File: config.mk
export PLATFORM = sky130hd
export DESIGN_NAME = clk_enable_gen
export DESIGN_NICKNAME = d
export VERILOG_FILES = /design/src/rtl/clk_enable_gen.sv
export SDC_FILE = /design/constraint.sdc
export NUM_CORES = 1
export LEC_CHECK = 0
export BUFFER_PORTS_ARGS = -buffer_cell sky130_fd_sc_hd__buf_2
export CAP_MARGIN = 25
export CELL_PAD_IN_SITES_DETAIL_PLACEMENT = 0
export CELL_PAD_IN_SITES_GLOBAL_PLACEMENT = 1
export CORE_UTILIZATION = 30
export CTS_BUF_LIST = sky130_fd_sc_hd__clkbuf_4
export DETAILED_ROUTE_END_ITERATION = 16
export PLACE_DENSITY = 0.67
export SYNTH_ARGS = -nofsm -noshare
export SYNTH_HDL_FRONTEND = slang
export SYNTH_SLANG_ARGS = --single-unit
export TNS_END_PERCENT = 10
File: constraint.sdc
create_clock -name CLK -period 4.9 [get_ports CLK]
set_clock_uncertainty 0.15 [all_clocks]
set_input_delay 0 -clock CLK [delete_from_list [all_inputs] [get_ports CLK]]
set_output_delay 0 -clock CLK [all_outputs]
set_load 0.03 [all_outputs]
File: src/rtl/clk_enable_gen.sv
// rtl/clk_enable_gen.sv - multi-channel programmable clock-enable generator
module clk_enable_gen #(
  parameter int                          NUM_CH  = 3,
  parameter int                          CNT_W   = 26,
  parameter int                          CH_W    = 3,
  parameter logic [NUM_CH*CNT_W-1:0]     RST_DIV = {26'd16777216, 26'd1024, 26'd8}
) (
  input  logic              CLK,
  input  logic              RST,
  input  logic [NUM_CH-1:0] EN,
  input  logic              SYNC,
  input  logic              WR_EN,
  input  logic [CH_W-1:0]   WR_CH,
  input  logic [CNT_W-1:0]  WR_DIV,
  output logic [NUM_CH-1:0] TICK,
  output logic [NUM_CH-1:0] SQW
);

  for (genvar i = 0; i < NUM_CH; i++) begin : g_ch
    logic [CNT_W-1:0] div_q;
    logic [CNT_W-1:0] cnt_q;
    logic             tick_q;
    logic             sqw_q;
    logic [CNT_W-1:0] last_cnt;
    logic             wr_sel;

    // DIV of 0 or 1 both collapse to divide-by-1, so the terminal count is 0.
    assign last_cnt = (div_q < CNT_W'(2)) ? '0 : div_q - CNT_W'(1);
    assign wr_sel   = WR_EN && (WR_CH == CH_W'(i));

    always_ff @(posedge CLK) begin
      if (RST) begin
        div_q  <= RST_DIV[i*CNT_W +: CNT_W];
        cnt_q  <= '0;
        tick_q <= 1'b0;
        sqw_q  <= 1'b0;
      end else begin
        if (wr_sel)
          div_q <= WR_DIV;
        if (SYNC) begin
          cnt_q  <= '0;
          tick_q <= 1'b0;
          sqw_q  <= 1'b0;
        end else if (wr_sel) begin
          cnt_q  <= '0;
          tick_q <= 1'b0;
        end else if (EN[i]) begin
          if (cnt_q == last_cnt) begin
            cnt_q  <= '0;
            tick_q <= 1'b1;
            sqw_q  <= ~sqw_q;
          end else begin
            cnt_q  <= cnt_q + CNT_W'(1);
            tick_q <= 1'b0;
          end
        end else begin
          tick_q <= 1'b0;
        end
      end
    end

    assign TICK[i] = tick_q;
    assign SQW[i]  = sqw_q;
  end

endmodule

==> impl_metrics.tcl, run 1 <==
set metrics [dict create \
    status "complete, no violations" \
    row_count 67 \
    criticalPathCategory "reg2reg" \
    drt-initial-drc-count 699 \
    finalSetupTns_ps 0 \
    dp_slack_ps 949 \
    cp_max_fo 8 \
    yosys.cell_types.count 85 \
    slew_violations 0 \
    area_delta_synth_final_pct 13.3 \
    setup_ws_ps 556 \
    worstMarginPinSlew_ps 987 \
    first_global_vias 8955 \
    final_common_cell "nand2_1" \
    cts_buffers 17 \
    async_reset_ff_share_pct 0 \
    startpoint_type "flip-flop" \
    max_freq_mhz 230 \
    critPathMaxStageDelay_ps 830 \
    setup_viol 0 \
    seqPwrFrac_pct 50.9 \
    synth_fp_nets 1396 \
    synth-seq-area-share_pct 31.8 \
    routed-via-count 9798 \
    gp_congestion 0.892 \
    die_area_sq_mm 0.0348 \
    synth-edff-count 0 \
    end_kind "flip-flop" \
    wl_per_cell_microns 17.0 \
    syn_area_sq_mm 0.0102 \
    peakVddDrop_uv 133 \
    htreeDepth 4 \
    clock-sinks 162 \
    critPathSlowestCell "nor4_1" \
    cts_setup_buffers 0 \
    combPwrFrac_pct 15.9 \
    post-route-period-util_pct 88.7 \
    drtPass1Iterations 6 \
    cp_data_arrival_time_ps 4720 \
    relSlewSlack_pct 34.2 \
    p_leak_uw 0.00405 \
    die_y_microns 186 \
    cts_tree "yes" \
    grt_pass1_wl_mm 50.3 \
    grt_max_degree 78 \
    clk-insertion-delay-late_ps 600 \
    rsz0062_at_grt "false" \
    cp_cell_sequence "nor4_1 -> nand4_1 -> nor4_1 -> nor4_1 -> a2111oi_0 -> a221oi_1 -> nand4_2 -> nand3_1 -> a21boi_0 -> dlygate4sd3_1" \
    syn_inst 1354 \
    drive_gt1_share_pct 9.10 \
    p_sw_uw 851 \
    p_int_uw 1830 \
    synth_warnings 0 \
    die_x_microns 186 \
    drv_cap 0 \
    antenna_found_initial 1 \
    nFillCells 3655 \
    routed_wirelength_mm 31.6 \
    ant_nets 0 \
    viasPerCell 5.28 \
    min_period_ps 4340 \
    synth_seq_cells 162 \
    hpwl_mm 23.5 \
    port_buffers 41 \
    pin_count 42 \
    power_density_mw_per_mm2 231 \
    hp-class "in2reg" \
    cp_common_cell "nor4_1" \
    clkPwrFrac_pct 33.2 \
    syn_area_per_cell_sq_um 7.54 \
    drc_errors 0 \
    cts_buffer_depth 2 \
    grtUsageTotal_pct 18.0 \
    grt_overflow 0 \
    required_ps 5280 \
    final_cell_mix "nand2_1, dfxtp_1, nor2_1" \
    core_sq_mm 0.0335 \
    fin_nets 1436 \
    sw_frac_of_total_pct 31.8 \
    finalHoldViolations 0 \
    clock-root-buffer "clkbuf_4" \
    clkTransAtPathRegs_ps 160 \
    yosys_most_used_dff "dfxtp_1" \
    floorplan.initialDensity_pct 30.4 \
]
power groups by stage:
| stage | combinational [uW] | sequential, uW | clock (uW) |
|---|---|---|---|
| floorplan | 290 | 1370 | 0 |
| global placement | 397 | 1390 | 0 |
| detailed placement | 396 | 1390 | 0 |
| CTS | 423 | 1360 | 922 |
| global route | 465 | 1370 | 962 |
| finish | 426 | 1360 | 889 |
per-layer routing:
layer | global-route usage [%] | part of all wire, % | wire (microns) | vias up
met5 | 0 | 0 | 0 | -
met4 | 4.07 | 1.1 | 345 | 0
met3 | 2.86 | 3.5 | 1120 | 29
met2 | 29.1 | 46 | 14600 | 200
met1 | 25.2 | 49 | 15500 | 4686
li1 | - | - | - | 4883
critical path: cells and delay by family (launching register included):
kind            cells  cell delay (ps)
simple gates        6             2340
compound gates      3              790
buf+inv             1              560
flops               1              420
repair_timing:
action,4_1_cts,5_1_grt
endpoints found under the setup margin,0,0
endpoints found under the hold margin,162,0
gates resized for setup,0,0
hold buffers,51,0
flip-flops by register name, summed over array words and instances (netlist names):
register	cells
g_ch.sqw_q	3
g_ch.cnt_q	78
g_ch.div_q	78
g_ch.tick_q	3
synth_stat cells (all sizes together), types with 5 or more instances:
cell type    n  area [sq um]
nand2      217           815
dfxtp      162          3240
nor2       149           559
a21oi      100           500
xnor2       72           631
xor2        67           587
clkbuf      65           245
nand3       58           290
nor4        38           257
nor3        37           185
nand4       36           231
o21ai       33           169
inv         25          93.8
buf         23           134
or4         23           181
or3         22           143
nor2b       18           113
and3        16           100
or2         14          87.6
a211oi      10          75.1
o31ai       10          75.1
and4         9          78.8
nand4b       9          78.8
o211ai       9          67.6
nand3b       8          60.1
a31oi        6          37.5
ha           6          75.1
mux2i        6          60.1
o22ai        6          37.5
xnor3        6           139
a32oi        5          43.8
nor3b        5          37.5
nor4b        5          43.8
o2111ai      5          43.8
o31a         5          46.3
o32ai        5          43.8
layout make-up:
| class | count | area [sq um] | area share, % |
|---|---|---|---|
| diodes | 1 | 2.50 | 0.0216 |
| clock buffers | 17 | 128 | 1.10 |
| clock inverters | 15 | 173 | 1.49 |
| inverters | 25 | 93.8 | 0.811 |
| multi-input cells | 1079 | 6500 | 56.2 |
| flip-flops and latches | 162 | 3240 | 28.0 |
| well taps | 448 | 561 | 4.85 |
| repair buffers | 109 | 863 | 7.46 |
path summary, 6_finish.rpt:
path              cells after the start  slack (ps)        startpoint                to
setup / recovery                     10         560  g_ch[1].div_q[8]  g_ch[1].cnt_q[1]
hold / removal                        4          80         WR_DIV[9]  g_ch[0].div_q[9]
setup reg to reg                     10         560  g_ch[1].div_q[8]  g_ch[1].cnt_q[1]
hold reg to reg                       2         340     g_ch[0].sqw_q     g_ch[0].sqw_q
per-stage QoR:
| stage | instances | power [uW] | hold slack, ps | utilization [%] | cell area [sq um] |
|---|---|---|---|---|---|
| after CTS | 1854 | 2710 | 29.2 | 34.4 | 11500 |
| after global routing | 1856 | 2790 | 40.1 | 34.5 | 11600 |
| after global placement | 1771 | 1790 | 152 | 32.0 | 10700 |
| after floorplan | 1354 | 1660 | -26.7 | - | 10200 |
| final | 1856 | 2680 | 80.9 | 34.5 | 11600 |
| after detailed placement | 1771 | 1790 | 158 | 32.0 | 10700 |
kinds of logic (layout without fill, tap and decap cells):
logic type / count (synthesis) / count (layout) / share of synthesized area, %
fa+ha+maj: 6 / 6 / 0.735
compound gates: 234 / 234 / 14.8
flops: 162 / 162 / 31.8
simple gates: 685 / 685 / 33.7
buf+inv: 113 / 166 / 4.63
mux: 8 / 8 / 0.809
xor+xnor: 146 / 146 / 13.5
other cells: 0 / 1 / 0
Note: power is estimated with default switching activity, not from simulation.
==> run 2: changes to the inputs <==
Settings changed: ABC_AREA set to 1, PLACE_DENSITY 0.67 to 0.7.
==> run 2 against run 1 <==
Register-to-register slack improved by 720 ps; synthesized area increased by 5.1%; highest routed layer unchanged; synthesized cell count increased by 32%; cell count increased by 25%; largest power group unchanged; combinational power increased by 43%; critical endpoint is now g_ch[0].cnt_q[3]; power increased by 13%; sequential power about the same.
==> impl_metrics.tcl, run 2 <==
set metrics [dict create \
    status "complete, no violations" \
    routed-via-count 11163 \
    row_count 68 \
    combPwrFrac_pct 20.1 \
    hpwl_mm 27.7 \
    dp.cells 2237 \
    reg_top3 "g_ch.cnt_q x78, g_ch.div_q x78" \
    viasPerCell 4.82 \
    floorplan.initialDensity_pct 30.8 \
    syn_area_sq_mm 0.0107 \
    clock-sinks 162 \
    syn_inst 1784 \
    synth_seq_cells 162 \
    final_cell_mix "nand2_1, nor2_1, inv_1" \
    cp_data_arrival_time_ps 3960 \
    r2r_end "g_ch[0].cnt_q[3]" \
    startpoint_type "flip-flop" \
    p_sw_uw 974 \
    gp_congestion 0.902 \
    ant_nets 0 \
    synth_common_cells "nand2_1, nor2_1, inv_1" \
    drtPass1Iterations 7 \
    end_kind "flip-flop" \
    pin_count 42 \
    post_dp_cell_area_sq_mm 0.0113 \
    die_area_sq_mm 0.0365 \
    core_sq_mm 0.0349 \
    clkTransAtPathRegs_ps 160 \
    worstHoldEndpoint "g_ch[0].cnt_q[0]" \
    clock-root-buffer "clkbuf_4" \
    sw_frac_of_total_pct 32.1 \
    cts_buffer_depth 2 \
    relSlewSlack_pct 44.0 \
    rsz0062_at_grt "false" \
    die_x_microns 191 \
    worstMarginPinSlew_ps 838 \
    first_global_vias 10589 \
    hp-start "EN[0]" \
    finalSetupTns_ps 0 \
    cts_resized 0 \
    hold_slack_ps 97.1 \
    wl_per_cell_microns 15.2 \
    synth_area_leaders "dfxtp_1, nand2_1, nor2_1" \
    p_int_uw 2060 \
    port_buffers 41 \
    grt_overflow 0 \
    cp_max_fo 42 \
    grt_pass1_wl_mm 55.9 \
    area_delta_synth_final_pct 12.6 \
    final_common_cell "nand2_1" \
    cts_hold_buf 44 \
    antenna_found_initial 1 \
    die_y_microns 191 \
    cts_tree "yes" \
    post-route-period-util_pct 73.9 \
    synth.largest_area_cell "dfxtp_1" \
    final_cells 2315 \
    clk-insertion-delay-late_ps 620 \
    criticalPathCategory "reg2reg" \
    cts_setup_buffers 0 \
    drv_cap 0 \
    max_freq_mhz 276 \
    synth_top_cell_area_share_pct 30.2 \
    htreeDepth 4 \
    slew_violations 0 \
    synth_most_common_cell "nand2_1" \
    grt_max_degree 79 \
    syn_area_per_cell_sq_um 6.02 \
    finalHoldViolations 0 \
    synth-edff-count 0 \
    p_leak_uw 0.00540 \
    ff2ff_path_depth 13 \
    routed_wirelength_mm 35.1 \
    min_period_ps 3620 \
    synth_fp_nets 1826 \
    r2r_start "g_ch[0].div_q[2]" \
    required_ps 5240 \
    whs_path_depth 4 \
    synth_warnings 0 \
    synth-seq-area-share_pct 30.2 \
    cts_buffers 17 \
    yosys.cell_types.count 34 \
    power_density_mw_per_mm2 251 \
    design_area_sq_mm 0.0121 \
    async_reset_ff_share_pct 0 \
    hp-class "in2reg" \
    peakVddDrop_uv 123 \
    drc_errors 0 \
    yosys_most_used_dff "dfxtp_1" \
    fin_nets 1887 \
    drive_gt1_share_pct 6.40 \
    clkPwrFrac_pct 34.8 \
    ff2ff_setup_slack_ps 1280 \
    grtUsageTotal_pct 19.7 \
    drt-initial-drc-count 773 \
    seqPwrFrac_pct 45.1 \
    setup_viol 0 \
]
## run 2: changes by cell type after synthesis, sizes merged, moves of 21 or more
cell / before / now
nand2: 217 / 483
nand3: 58 / 168
or3: 22 / 1
nor2: 149 / 277
xnor2: 72 / 3
nand4: 36 / 84
o21ai: 33 / 114
inv: 25 / 242
nor4: 38 / 7
clkbuf: 65 / 25
or4: 23 / 0
## run 2: critical path: stages (launching register included)
cell,delay [ps]
dfxtp_1,380
nor2_2,180
nand2_1,70
nor2_1,220
nand3_2,640
buf_4,440
nand4_1,100
nand2_1,80
nor2_1,110
nand2_1,60
nor2_1,130
nand3_1,420
nand2_2,430
nor2_1,70
## run 2: worst max path at each step
stage | start | endpoint | slack (ps) | cells after the start
finish | g_ch[0].div_q[2] | g_ch[0].cnt_q[3] | 1280 | 13
global route | g_ch[0].div_q[8] | g_ch[0].cnt_q[6] | 920 | 14
CTS | g_ch[0].div_q[8] | g_ch[0].cnt_q[6] | 1290 | 13
detailed placement | g_ch[0].div_q[8] | g_ch[0].cnt_q[6] | 1330 | 13
global placement | g_ch[0].div_q[4] | g_ch[0].cnt_q[10] | 1400 | 13
floorplan | g_ch[1].div_q[0] | g_ch[1].sqw_q | 2590 | 15
## run 2: cells by family after synthesis
logic type | Yosys count | share of synthesized area [%]
AOI/OAI and AO/OA | 202 | 9.53
xor gates and xnor gates | 61 | 4.98
adders and majority gates | 6 | 0.699
buffers and inverters | 294 | 11.4
DFF | 162 | 30.2
and+or+nand+nor | 1059 | 43.2
## run 2: area by class of cell
cell class | instances | area (sq um)
flip-flops and latches | 162 | 3240
clock inverters | 14 | 234
diodes | 2 | 5.00
fillers | 3887 | 22800
inverters | 243 | 912
clock buffers | 18 | 135
multi-input cells | 1328 | 6270
well taps | 455 | 569
repair buffers | 93 | 718
## run 2: stage by stage
stage          total power (uW)  setup slack [ps]  util (%)
2_1_floorplan              1810              2590         -
3_3_place_gp               1970              1400      32.3
3_5_place_dp               1980              1330      32.3
4_1_cts                    3060              1290      34.6
5_1_grt                    3210               916      34.6
6_report                   3030              1280      34.6
## run 2: metal layers
layer / wire length, microns / vias up / global-route usage [%]
li1: - / 5835 / -
met1: 17400 / 5092 / 27.2
met2: 15900 / 208 / 32.0
met3: 1310 / 28 / 2.66
met4: 545 / 0 / 5.19
met5: 0 / - / 0
## run 2: power by group through the flow
stage	combinational [uW]	sequential (uW)	clock, uW
after floorplan	422	1390	0
after global placement	579	1400	0
after detailed placement	579	1400	0
after CTS	607	1370	1090
after global routing	692	1370	1150
final	608	1370	1050
==> run 3: changes to the inputs <==
Settings changed: PLACE_DENSITY 0.7 to 0.72.
Clock period 4.9 ns to 3.06 ns, I/O delays scaled along.
==> run 3 against run 2 <==
Sequential share of layout area fell by 0.23 points; global-route usage fell by 0.17 points; core utilization rose by 0.29 points; largest power group unchanged; critical path depth rose by 3; worst setup slack got worse by 1000 ps; clock-buffer cell count did not move; combinational power rose by 62%; die area did not move; non-clock buffer count rose by 16; flip-flop and latch count did not move; clock power rose by 33%; via count rose by 0.92%.
==> impl_metrics.tcl, run 3 (synthesis gave the netlist of run 2 again) <==
set metrics [dict create \
    clk-insertion-delay-late_ps 630 \
    drt-initial-drc-count 863 \
    p_int_uw 2990 \
    max_freq_mhz 355 \
    slew_violations 0 \
    peakVddDrop_uv 225 \
    critPathSlowestCell "dfxtp_1" \
    startpoint_type "flip-flop" \
    finalSetupTns_ps 0 \
    sw_frac_of_total_pct 34.7 \
    status "complete, no violations" \
    first_global_vias 10508 \
    cts_buffers 17 \
    worstMarginPinSlew_ps 803 \
    reg_top3 "g_ch.cnt_q x78, g_ch.div_q x78" \
    clock-sinks 162 \
    pin_count 42 \
    relSlewSlack_pct 46.3 \
    drtPass1Iterations 6 \
    criticalPathCategory "reg2reg" \
    hpwl_mm 27.4 \
    crit_path_start "g_ch[1].div_q[1]" \
    min_period_ps 2820 \
    core_sq_mm 0.0349 \
    cts_buffer_depth 2 \
    power_density_mw_per_mm2 376 \
    p_leak_uw 0.00545 \
    htreeDepth 4 \
    post-route-period-util_pct 92.1 \
    r2r_start "g_ch[1].div_q[1]" \
    cp_common_cell "nand2_1" \
    final_cell_mix "nand2_1, nor2_1, inv_1" \
    ff2ff_path_depth 16 \
    area_delta_synth_final_pct 13.5 \
    end_kind "flip-flop" \
    die_area_sq_mm 0.0365 \
    power_uw 4580 \
    finalHoldViolations 0 \
    grt_overflow 0 \
    clkTransAtPathRegs_ps 160 \
    grt_pass1_wl_mm 55.8 \
    clock-root-buffer "clkbuf_4" \
    wl_per_cell_microns 15.0 \
    floorplan.initialDensity_pct 30.8 \
    routed_wirelength_mm 34.9 \
    die_x_microns 191 \
    routed-via-count 11266 \
    die_y_microns 191 \
    ff2ff_setup_slack_ps 240 \
    hp-class "in2reg" \
    cts_tree "yes" \
    r2r_end "g_ch[1].sqw_q" \
    grt_max_degree 79 \
    required_ps 3410 \
    setup_viol 0 \
    seqPwrFrac_pct 47.9 \
    cp_cell_sequence "inv_1 -> ha_1 -> nand2_1 -> nor2_4 -> nand2_1 -> o21ai_1 -> nand3_1 -> nand2_1 -> nand2_1 -> nor2_1 -> nand2_1 -> nor2_1 -> nand3_1 -> buf_4 -> nor2_1 -> a21oi_1" \
    worstSetupEndpoint "g_ch[1].sqw_q" \
    grtUsageTotal_pct 19.6 \
    row_count 68 \
    ant_nets 0 \
    rsz0062_at_grt "false" \
    cp_max_fo 10 \
    drv_cap 0 \
    combPwrFrac_pct 21.6 \
    clkPwrFrac_pct 30.6 \
    critPathMaxStageDelay_ps 330 \
    drc_errors 0 \
    cp_data_arrival_time_ps 3170 \
    p_sw_uw 1590 \
    final_common_cell "nand2_1" \
    viasPerCell 4.83 \
    gp_congestion 0.898 \
    fin_nets 1903 \
    port_buffers 41 \
    drive_gt1_share_pct 6.88 \
    antenna_found_initial 2 \
]
## run 3: cell type report
cell class | count | area [sq um]
fillers | 3907 | 22700
flip-flops and latches | 162 | 3240
inverters | 243 | 912
multi-input cells | 1328 | 6290
well taps | 455 | 569
diodes | 2 | 5.00
clock buffers | 18 | 135
clock inverters | 14 | 151
repair buffers | 109 | 881
## run 3: power groups by stage
| stage | clock (uW) | sequential [uW] | combinational (uW) |
|---|---|---|---|
| 2_1_floorplan | 0 | 2220 | 676 |
| 6_report | 1400 | 2190 | 988 |
| 3_5_place_dp | 0 | 2240 | 928 |
| 5_1_grt | 1540 | 2200 | 1130 |
| 4_1_cts | 1460 | 2190 | 978 |
| 3_3_place_gp | 0 | 2240 | 920 |
## run 3: how the worst min path moves through the flow
stage | startpoint | to | slack, ps | cells after the start
after floorplan | WR_DIV[3] | g_ch[0].div_q[3] | -20 | 2
after global placement | WR_DIV[10] | g_ch[1].div_q[10] | 160 | 3
after detailed placement | WR_DIV[10] | g_ch[1].div_q[10] | 170 | 3
after CTS | EN[0] | g_ch[0].cnt_q[0] | 60 | 4
after global routing | WR_DIV[18] | g_ch[2].div_q[18] | 90 | 4
final | EN[2] | g_ch[2].cnt_q[0] | 110 | 4
## run 3: repair_timing
item	4_1_cts	5_1_grt
setup buffers	0	1
setup endpoints to repair	0	51
endpoints found under the hold margin	162	0
gates resized for setup	0	5
hold buffers	51	0
## run 3: layer usage
| metal | global-route usage [%] | share of wire, % |
|---|---|---|
| met3 | 2.72 | 4.4 |
| met2 | 31.9 | 45 |
| met5 | 0 | 0 |
| met1 | 27.0 | 49 |
| met4 | 4.64 | 1.5 |
## run 3: through the flow
step / setup WS (ps) / area (sq um) / hold slack [ps] / instances / utilization [%]
2_1_floorplan: 752 / 10700 / -19.6 / 1784 / -
3_3_place_gp: 221 / 11400 / 161 / 2245 / 32.6
3_5_place_dp: 182 / 11400 / 170 / 2245 / 32.6
4_1_cts: 152 / 12200 / 60.0 / 2328 / 34.8
5_1_grt: 6.52 / 12200 / 90.1 / 2331 / 34.9
6_report: 243 / 12200 / 107 / 2331 / 34.9
## run 3: critical path, delay by kind of cell (launching register included)
| family | cells | cell delay (ps) |
|---|---|---|
| simple gates | 11 | 1420 |
| buf+inv | 2 | 360 |
| flops | 1 | 330 |
| fa+ha+maj | 1 | 260 |
| compound gates | 2 | 190 |
